[src/rtl/npu_tile_scheduler.sv]
// Purpose: walks a rectangular tile range (j inner, i outer), one tp_start per tile.
// Latency: accept->tp_start 2 cycles; per tile 1 issue + N wait + 1 step; last tp_done->done 2 cycles.
// Backpressure: cmd_ready low while a command runs; tile issue stalls while spi_busy is high.
module npu_tile_scheduler #(
    parameter int IDX_W   = 3,
    parameter int TIMEOUT = 1024,
    parameter int CNT_W   = 7
) (
    input  logic             clk,
    input  logic             rst,
    input  logic             cmd_valid,
    output logic             cmd_ready,
    input  logic [2:0]       cmd_op,
    input  logic [IDX_W-1:0] cmd_i_start,
    input  logic [IDX_W-1:0] cmd_i_end,
    input  logic [IDX_W-1:0] cmd_j_start,
    input  logic [IDX_W-1:0] cmd_j_end,
    input  logic             abort,
    input  logic             spi_busy,
    output logic             tp_start,
    output logic [IDX_W-1:0] tp_tile_i,
    output logic [IDX_W-1:0] tp_tile_j,
    output logic [2:0]       tp_op_code,
    input  logic             tp_done,
    output logic             busy,
    output logic             done,
    output logic [CNT_W-1:0] tiles_done,
    output logic             err_range,
    output logic             err_timeout
);

    localparam int              WD_W    = $clog2(TIMEOUT);
    localparam logic [WD_W-1:0] WD_LAST = WD_W'(TIMEOUT - 1);

    typedef enum logic [2:0] {
        S_IDLE,
        S_ISSUE,
        S_WAIT,
        S_NEXT,
        S_FINISH
    } state_t;

    state_t           state;
    state_t           next_state;
    logic [IDX_W-1:0] j_first;
    logic [IDX_W-1:0] i_last;
    logic [IDX_W-1:0] j_last;
    logic [WD_W-1:0]  wd;
    logic             range_ok;
    logic             accept;
    logic             last_tile;

    // tp_tile_i/j double as the current raster position
    assign range_ok  = (cmd_i_start <= cmd_i_end) && (cmd_j_start <= cmd_j_end);
    assign accept    = (state == S_IDLE) && cmd_valid && cmd_ready;
    assign last_tile = (tp_tile_i == i_last) && (tp_tile_j == j_last);

    // State register
    always_ff @(posedge clk or posedge rst) begin
        if (rst) begin
            state <= S_IDLE;
        end else begin
            state <= next_state;
        end
    end

    // Next-state logic; abort outranks everything outside IDLE, tp_done outranks watchdog expiry
    always_comb begin
        next_state = state;
        case (state)
            S_IDLE: begin
                if (accept && range_ok) begin
                    next_state = S_ISSUE;
                end
            end
            S_ISSUE: begin
                if (abort) begin
                    next_state = S_IDLE;
                end else if (!spi_busy) begin
                    next_state = S_WAIT;
                end
            end
            S_WAIT: begin
                if (abort) begin
                    next_state = S_IDLE;
                end else if (tp_done && !tp_start) begin
                    // tp_start is high only in the first WAIT cycle, so done is ignored there
                    next_state = S_NEXT;
                end else if (wd == WD_LAST) begin
                    next_state = S_FINISH;
                end
            end
            S_NEXT: begin
                if (abort) begin
                    next_state = S_IDLE;
                end else if (last_tile) begin
                    next_state = S_FINISH;
                end else begin
                    next_state = S_ISSUE;
                end
            end
            S_FINISH: begin
                next_state = S_IDLE;
            end
            default: begin
                next_state = S_IDLE;
            end
        endcase
    end

    // Registered outputs, command latch, raster stepping, watchdog and sticky flags
    always_ff @(posedge clk or posedge rst) begin
        if (rst) begin
            cmd_ready   <= 1'b0;
            busy        <= 1'b0;
            tp_start    <= 1'b0;
            done        <= 1'b0;
            tiles_done  <= '0;
            err_range   <= 1'b0;
            err_timeout <= 1'b0;
            tp_tile_i   <= '0;
            tp_tile_j   <= '0;
            tp_op_code  <= '0;
            j_first     <= '0;
            i_last      <= '0;
            j_last      <= '0;
            wd          <= '0;
        end else begin
            cmd_ready <= (next_state == S_IDLE);
            busy      <= (next_state == S_ISSUE) || (next_state == S_WAIT) || (next_state == S_NEXT);
            tp_start  <= (state == S_ISSUE) && (next_state == S_WAIT);
            done      <= (next_state == S_FINISH) || (accept && !range_ok);

            // Watchdog only runs in WAIT; any other state holds it at zero
            if (state == S_WAIT) begin
                wd <= wd + WD_W'(1);
            end else begin
                wd <= '0;
            end

            if (accept) begin
                tp_op_code  <= cmd_op;
                tp_tile_i   <= cmd_i_start;
                tp_tile_j   <= cmd_j_start;
                j_first     <= cmd_j_start;
                i_last      <= cmd_i_end;
                j_last      <= cmd_j_end;
                tiles_done  <= '0;
                err_timeout <= 1'b0;
                err_range   <= !range_ok;
            end

            if ((state == S_WAIT) && (next_state == S_FINISH)) begin
                err_timeout <= 1'b1;
            end

            if ((state == S_NEXT) && !abort) begin
                tiles_done <= tiles_done + CNT_W'(1);
                if (!last_tile) begin
                    if (tp_tile_j == j_last) begin
                        tp_tile_j <= j_first;
                        tp_tile_i <= tp_tile_i + IDX_W'(1);
                    end else begin
                        tp_tile_j <= tp_tile_j + IDX_W'(1);
                    end
                end
            end
        end
    end

endmodule
[config.mk]
export PLATFORM = sky130hd
export DESIGN_NAME = npu_tile_scheduler
export DESIGN_NICKNAME = d
export VERILOG_FILES = /design/src/rtl/npu_tile_scheduler.sv
export SDC_FILE = /design/constraint.sdc
export NUM_CORES = 1
export LEC_CHECK = 0
export CORE_MARGIN = 3
export CORE_UTILIZATION = 51
export DETAILED_ROUTE_END_ITERATION = 16
export PLACE_DENSITY = 0.85
export SLEW_MARGIN = 20
export SYNTH_ARGS = -nofsm -noshare
export SYNTH_HDL_FRONTEND = slang
export SYNTH_SLANG_ARGS = --single-unit
[constraint.sdc]
create_clock -name clk -period 2.3 [get_ports clk]
set_input_delay 0.23 -clock clk [delete_from_list [all_inputs] [get_ports clk]]
set_output_delay 0.23 -clock clk [all_outputs]
set_load 0.05 [all_outputs]
==> results of run 1 <==
-- cells in the mapped netlist, types with 4 or more instances --
| master | n |
|---|---|
| nand2_1 | 53 |
| o22ai_1 | 4 |
| o21ai_0 | 13 |
| inv_1 | 11 |
| xor2_1 | 8 |
| nor2_1 | 21 |
| nand3_1 | 12 |
| buf_2 | 4 |
| dfrtp_1 | 44 |
| xnor2_1 | 5 |
| a21oi_1 | 5 |
| ha_1 | 10 |
-- flip-flops by register name, summed over array words and instances, names as in the netlist, 3 cells and up --
name	cells
j_first	3
tp_tile_j	3
i_last	3
state	3
j_last	3
tiles_done	7
tp_tile_i	3
wd	10
tp_op_code	3
-- path summary, 6_finish.rpt --
path,startpoint,to,slack (ns),cells after the start
worst max-delay path,tp_tile_i[0],tp_tile_i[0],0.48,1
worst min-delay path,rst,tiles_done[6],0.36,3
worst max register to register,state[0],tp_tile_j[2],0.49,5
worst min register to register,wd[0],wd[0],0.46,1
max in group asynchronous,rst,wd[3],1.55,3
min in group clk,cmd_op[1],tp_op_code[1],0.46,3
-- layout by cell type, fill, tap and decap left out, types with 4 or more instances in the layout --
master	count
dfrtp_1	44
clkbuf_8	5
o21ai_0	13
nand2_1	53
nor2_1	21
xnor2_1	5
ha_1	10
nand3_1	12
inv_1	10
xor2_1	8
o22ai_1	4
clkdlybuf4s50_1	42
a21oi_1	5
-- logic make-up after synthesis --
kind of cell | count (synthesis) | share of synthesized area
AO/OA/AOI/OAI | 39 | 0.113
XOR/XNOR | 13 | 0.0526
adder cells (fa/ha/maj) | 10 | 0.0578
buffers and inverters | 18 | 0.0335
flip-flops | 44 | 0.508
multiplexers | 3 | 0.0139
AND/OR/NAND/NOR | 105 | 0.221
-- worst min-delay path: cells and delay by family --
kind	cells	cell delay (ns)
buffers and inverters	3	0.89
-- layer usage --
layer / global-route usage / vias up
met3: 0.0540 / 6
met4: 0.0647 / 0
li1: - / 884
met5: 0 / -
met2: 0.346 / 45
met1: 0.243 / 861
-- through the flow --
| step | utilization | cell area [µm²] | total power, W |
|---|---|---|---|
| 6_report | 0.677 | 2750 | 0.00298 |
| 5_1_grt | 0.677 | 2750 | 0.00316 |
| 4_1_cts | 0.677 | 2750 | 0.00300 |
| 3_5_place_dp | 0.656 | 2660 | 0.00252 |
| 3_3_place_gp | 0.656 | 2660 | 0.00248 |
| 2_1_floorplan | - | 2170 | 0.00208 |
-- power groups by stage --
stage          clock, W  sequential (W)  combinational, W
6_report       0.000471         0.00114           0.00137
5_1_grt        0.000515         0.00117           0.00148
4_1_cts        0.000485         0.00114           0.00138
3_5_place_dp          0         0.00115           0.00137
3_3_place_gp          0         0.00114           0.00134
2_1_floorplan         0         0.00149          0.000591
-- area by class of cell --
class,instances,share of cell area
repair buffers,46,0.169
clock buffers,7,0.0278
inverters,11,0.0150
multi-input cells,170,0.361
flip-flops and latches,44,0.401
clock inverters,1,0.00319
well taps,50,0.0228
==> summary.txt, run 1 <==
Run status
  – Outcome: completed

Global routing
  – Vias in the first global route: about 1,800
  – Gr usage total: 0.201
  – Largest net degree at the start of global routing: 45
  – Initial antenna violation count: 0
  – GRT overflow: 0
  – First-pass GRT wire length: between 7000 and 8000 µm

Setup path
  – CP max-delay cell: clkdlybuf4s50_1
  – Worst Path Buf+Inv: 1
  – Arr. time, crit path: 1.59 ns
  – Required @ worst endpoint: about 2.1 ns
  – Delay-heaviest family, CP: buffers and inverters
  – WS Path Type: reg2out
  – Worst Setup End Kind: output pin
  – CP startpoint kind: flip-flop
  – CP max stage delay: around 0.85 ns
  – Crit path max fanout: 5
  – CP Cell Sequence: clkdlybuf4s50_1

Drt
  – DRC viols: 0
  – Iteration-0 DRC Markers: 98
  – Metal2 WL: roughly 2300 µm
  – Via count: around 1,800
  – Vias per cell: between 5 and 6
  – Max Used Layer: met4
  – Router iterations before antenna repair: 6
  – WL met1: ~1900 µm
  – Post-DRT Antenna Nets: 0
  – DR WL/cell: about 14 µm
  – Routed WL: 4520 µm
  – Met3 WL: 215 µm

Power
  – Seq pwr share: 0.383
  – Power Internal: 0.00169 W
  – Clock Power Share: 0.158
  – Cell Pwr Density: around 1100 nW/µm²
  – Switching Share: 0.434
  – Gate power share: 0.459
  – Peak supply drop: about 740 µV
  – P_leak: ~1.3 nW
  – P_sw: 0.00129 W

Clock tree
  – Post-CTS Setup Bufs: 0
  – H-tree Lvls: 2
  – Clk_lat worst skew: roughly 0.30 ns
  – Longest Clk Path Bufs: 2
  – Post-cts resize count: 0
  – CTS Sinks: between 40 and 50
  – CTS Buf Count: 5
  – CTS tree: yes
  – Post-CTS Hold Fix Bufs: 0
  – Clock-pin slew on the worst setup and hold paths: ~0.080 ns
  – Clock tree root buffer cell: clkbuf_8

STA
  – Post-route setup slack: between 0.4 and 0.5 ns
  – Final Hold Vio Count: 0
  – Worst-margin pin slew: 0.539 ns
  – Max Slew Vio Count: 0
  – Slew headroom: 0.641
  – Clock period minus worst slack: between 1.5 and 2 ns
  – Clk_skew: roughly 0.012 ns
  – Fin Setup TNS: 0 ns
  – Period utilization: 0.792
  – Hold_ws: 0.363 ns
  – FMAX: roughly 550 MHz
  – RSZ-0062 raised after global routing: no
  – Final setup fails: 0

Final layout
  – FILL cells: 328
  – Share of cells above drive strength 1: 0.0538
  – # nets final: approximately 310
  – Diodes inserted: 0
  – Reg area: between 1000 and 1500 µm²
  – Area Overhead vs Synth: 26.7%
  – Area of the multi-input gates: around 990 µm²
  – Fin cells: roughly 330

Placed design
  – Post-Place Cells: between 300 and 400
  – Place WS: between 0.2 and 0.25 ns
  – Placer Congestion: 0.763
  – Port Buf Inserts: between 40 and 50
  – Post-DP HPWL: 3360 µm

Floorplan
  – Core area: around 4100 µm²
  – Starting density of the core: 0.534
  – Vert. Die Dim: just over 70 µm
  – Die area: 5060 µm²
  – Die Span X: 71.2 µm
  – FP Rows: 23
  – I/O pin count: 43

Yosys
  – Synth top area share: 0.508
  – Post-Synthesis Cell Area: 2170 µm²
  – Synth warn: 0
  – Post-synth net total: about 260
  – Synth area leader: dfrtp_1
  – Post-synth EDFFs: 0
  – FF+latch count, synth: 44
  – Syn Inst Count: 232
  – Primary FF master, synth: dfrtp_1
  – Synth area leaders: dfrtp_1 51%, nand2_1 9.2%, ha_1 5.8%, nor2_1 3.6%, xor2_1 3.2%
  – Distinct cell type count after synthesis: 36
  – Syn Area/Cell: 9.34 µm²
  – FFs w/ async S/R, synth: 1.00
  – Seq/Total Area, Yosys: 0.508

Worst hold path
  – Min-delay worst type: in2async

Flow run
  – Max-cap violations: 0
Note: power is estimated with default switching activity, not from simulation.
==> run 2, diff against run 1 <==
clock period = 1.8 ns   (was 2.3 ns; I/O delays follow)
==> summary.txt, run 2 (synthesis results as in run 1) <==
Drt
  – Router iterations before antenna repair: 4 (-2)
  – DRC viols: 0 (unchanged)
  – Routed WL: 4540 µm (+0.46%)
  – DR WL/cell: 13.2 µm (-3.9%)
  – Metal2 WL: 2230 µm (-4.9%)
  – Max Used Layer: met4
  – WL met1: 2030 µm (+6.5%)
  – Iteration-0 DRC Markers: 86 (-12%)
  – Vias per cell: 5.24 (-3.9%)
  – Post-DRT Antenna Nets: 0 (unchanged)
  – Met3 WL: 216 µm (+0.47%)
  – Via count: 1,804 (+0.45%)

STA
  – RSZ-0062 raised after global routing: no
  – Slew headroom: 0.662 (+0.0210)
  – FMAX: between 500 and 600 MHz
  – Hold_ws: 0.218 ns (-0.145 ns)
  – Clk_skew: 0.00336 ns (-0.00894 ns)
  – Max Slew Vio Count: 0 (unchanged)
  – Worst-margin pin slew: 0.505 ns (-0.0331 ns)
  – Final Hold Vio Count: 0 (unchanged)
  – Period utilization: 0.963
  – Final setup fails: 0 (unchanged)
  – Clock period minus worst slack: around 1.7 ns

Setup path
  – CP Cell Sequence: clkdlybuf4s50_1
  – CP max stage delay: 0.83 ns (-0.02 ns)
  – CP max-delay cell: clkdlybuf4s50_1
  – Worst Setup End Kind: output pin
  – Crit path max fanout: 4 (-1)
  – Worst Path Buf+Inv: 1 (unchanged)
  – Arr. time, crit path: 1.55 ns (-0.04 ns)
  – CP startpoint kind: flip-flop
  – Required @ worst endpoint: 1.62 ns (-0.45 ns)
  – WS Path Type: reg2out
  – Delay-heaviest family, CP: buffers and inverters

Power
  – P_leak: 1.34 nW (+6.5%)
  – Switching Share: 0.427 (-0.00731)
  – Power Internal: 0.00221 W (+31%)
  – Peak supply drop: 832 µV (+13%)
  – P_sw: 0.00164 W (+27%)
  – Gate power share: 0.468 (+0.009)
  – Tot Pwr: 0.00385 W (+29%)
  – Cell Pwr Density: 1340 nW/µm² (+24%)
  – Seq pwr share: 0.379 (-0.004)
  – Clock Power Share: 0.153 (-0.005)

Worst hold path
  – Min-delay worst type: in2async

Final layout
  – Top Registers: wd: 10 flops, tiles_done: 7 flops
  – FILL cells: 321 (-2.1%)
  – Share of cells above drive strength 1: 0.119 (+0.0653)
  – Most flops, register: wd
  – Area Overhead vs Synth: 32.4%
  – Diodes inserted: 0 (unchanged)
  – Max reg flops: 10 (unchanged)
  – Most common cell after layout, fill and taps aside: nand2_1
  – Finished Cell Area: 2870 µm² (+4.5%)
  – Commonest non-fill, non-tap cells in the layout: 53 x nand2_1, 41 x dfrtp_1, 41 x clkdlybuf4s50_1, 21 x nor2_1, 18 x buf_4
  – # nets final: 324 (+4.9%)

Clock tree
  – Post-CTS Setup Bufs: 0 (unchanged)
  – Clock tree root buffer cell: clkbuf_8
  – Clk_lat worst skew: 0.30 ns (about the same)
  – H-tree Lvls: 2 (unchanged)
  – CTS tree: yes
  – CTS Sinks: 44 (unchanged)
  – Clock-pin slew on the worst setup and hold paths: 0.08 ns (about the same)
  – Post-CTS Hold Fix Bufs: 0 (unchanged)
  – CTS Buf Count: 5 (unchanged)
  – Longest Clk Path Bufs: 2 (unchanged)

Placed design
  – Post-DP HPWL: 3440 µm (+2.5%)
  – Placed inst area: 2780 µm² (+4.4%)
  – Placer Congestion: 0.804 (+5.4%)
  – Port Buf Inserts: 42 (unchanged)

Floorplan
  – I/O pin count: 43 (unchanged)
  – Core area: 4060 µm² (unchanged)
  – FP Rows: 23 (unchanged)
  – Die Span X: 71.2 µm (unchanged)
  – Die area: 5060 µm² (unchanged)
  – Vert. Die Dim: 71.2 µm (unchanged)
  – Starting density of the core: 0.534 (unchanged)

Global routing
  – Vias in the first global route: 1,824 (-0.11%)
  – Largest net degree at the start of global routing: 45 (unchanged)
  – First-pass GRT wire length: 7890 µm (-1.3%)
  – Gr usage total: 0.197 (-0.00341)
  – Initial antenna violation count: 0 (unchanged)
  – GRT overflow: 0 (unchanged)

Flow run
  – Max-cap violations: 0 (unchanged)

Run status
  – Outcome: completed
run 2: changes by cell type in the layout (fill, tap and decap cells not counted):
| cell | before | now |
|---|---|---|
| and4b_2 | 0 | 1 |
| dfrtp_2 | 0 | 3 |
| and4b_1 | 1 | 0 |
| buf_4 | 3 | 18 |
| o22ai_2 | 0 | 1 |
| clkinv_2 | 0 | 1 |
| clkinv_4 | 1 | 0 |
| clkdlybuf4s50_1 | 42 | 41 |
| o22ai_1 | 4 | 3 |
| dlymetal6s2s_1 | 0 | 1 |
| dfrtp_1 | 44 | 41 |
run 2: cell type report:
| cell class | instances | area (µm²) | area share |
|---|---|---|---|
| clock buffer | 7 | 76.3 | 0.0266 |
| timing repair buffer | 61 | 578 | 0.202 |
| sequential | 44 | 1100 | 0.385 |
| clock inverter | 1 | 5.00 | 0.00175 |
| multi-input combinational | 170 | 1000 | 0.349 |
| inverter | 11 | 41.3 | 0.0144 |
| tap | 50 | 62.6 | 0.0218 |
run 2: layer usage:
layer	global-route usage	up-vias
met3	0.0469	7
met5	0	-
li1	-	911
met2	0.328	44
met1	0.253	842
met4	0.0668	0
run 2: worst paths after layout:
| check | to | cells after the start | slack [ns] | startpoint |
|---|---|---|---|---|
| max | tp_tile_i[1] | 1 | 0.07 | tp_tile_i[1] |
| min | tiles_done[6] | 3 | 0.22 | rst |
| max reg2reg | tp_tile_i[2] | 5 | 0.20 | tp_tile_j[0] |
| min reg2reg | wd[0] | 1 | 0.47 | wd[0] |
| max in group asynchronous | tp_tile_j[1] | 3 | 1.36 | rst |
| min in group clk | tp_op_code[0] | 3 | 0.41 | cmd_op[0] |
run 2: power groups by stage:
| stage | sequential (W) | combinational (W) | clock (W) |
|---|---|---|---|
| global placement | 0.00147 | 0.00177 | 0 |
| CTS | 0.00146 | 0.00181 | 0.000609 |
| finish | 0.00146 | 0.00180 | 0.000591 |
| global route | 0.00150 | 0.00196 | 0.000639 |
| floorplan | 0.00191 | 0.000755 | 0 |
| detailed placement | 0.00148 | 0.00180 | 0 |
run 2: repair_timing:
item                                    in CTS  in global routing
hold endpoints to repair                     0                  0
gates resized for setup                      0                  3
endpoints found under the setup margin       0                  3
run 2: worst reg2reg max path: stages, from the launching register on:
cell and delay (ns):
dfrtp_2 0.45, xor2_1 0.18, nor3_4 0.26, nand3_2 0.17, mux2i_1 0.15, a221o_1 0.29
run 2: through the flow:
stage | instances | setup WS (ns) | util | setup TNS [ns]
after floorplan | 232 | 0.0202 | - | 0
after global placement | 336 | -0.117 | 0.684 | -0.172
after detailed placement | 336 | -0.204 | 0.684 | -0.431
after CTS | 344 | 0.0300 | 0.704 | 0
after global routing | 344 | 0.0184 | 0.707 | 0
final | 344 | 0.0666 | 0.707 | 0
==> run 3, diff against run 2 <==
SLEW_MARGIN = 25   (was 20)
==> results of run 3 <==
No change in the layout: final DEF, timing and power equal those of run 2.
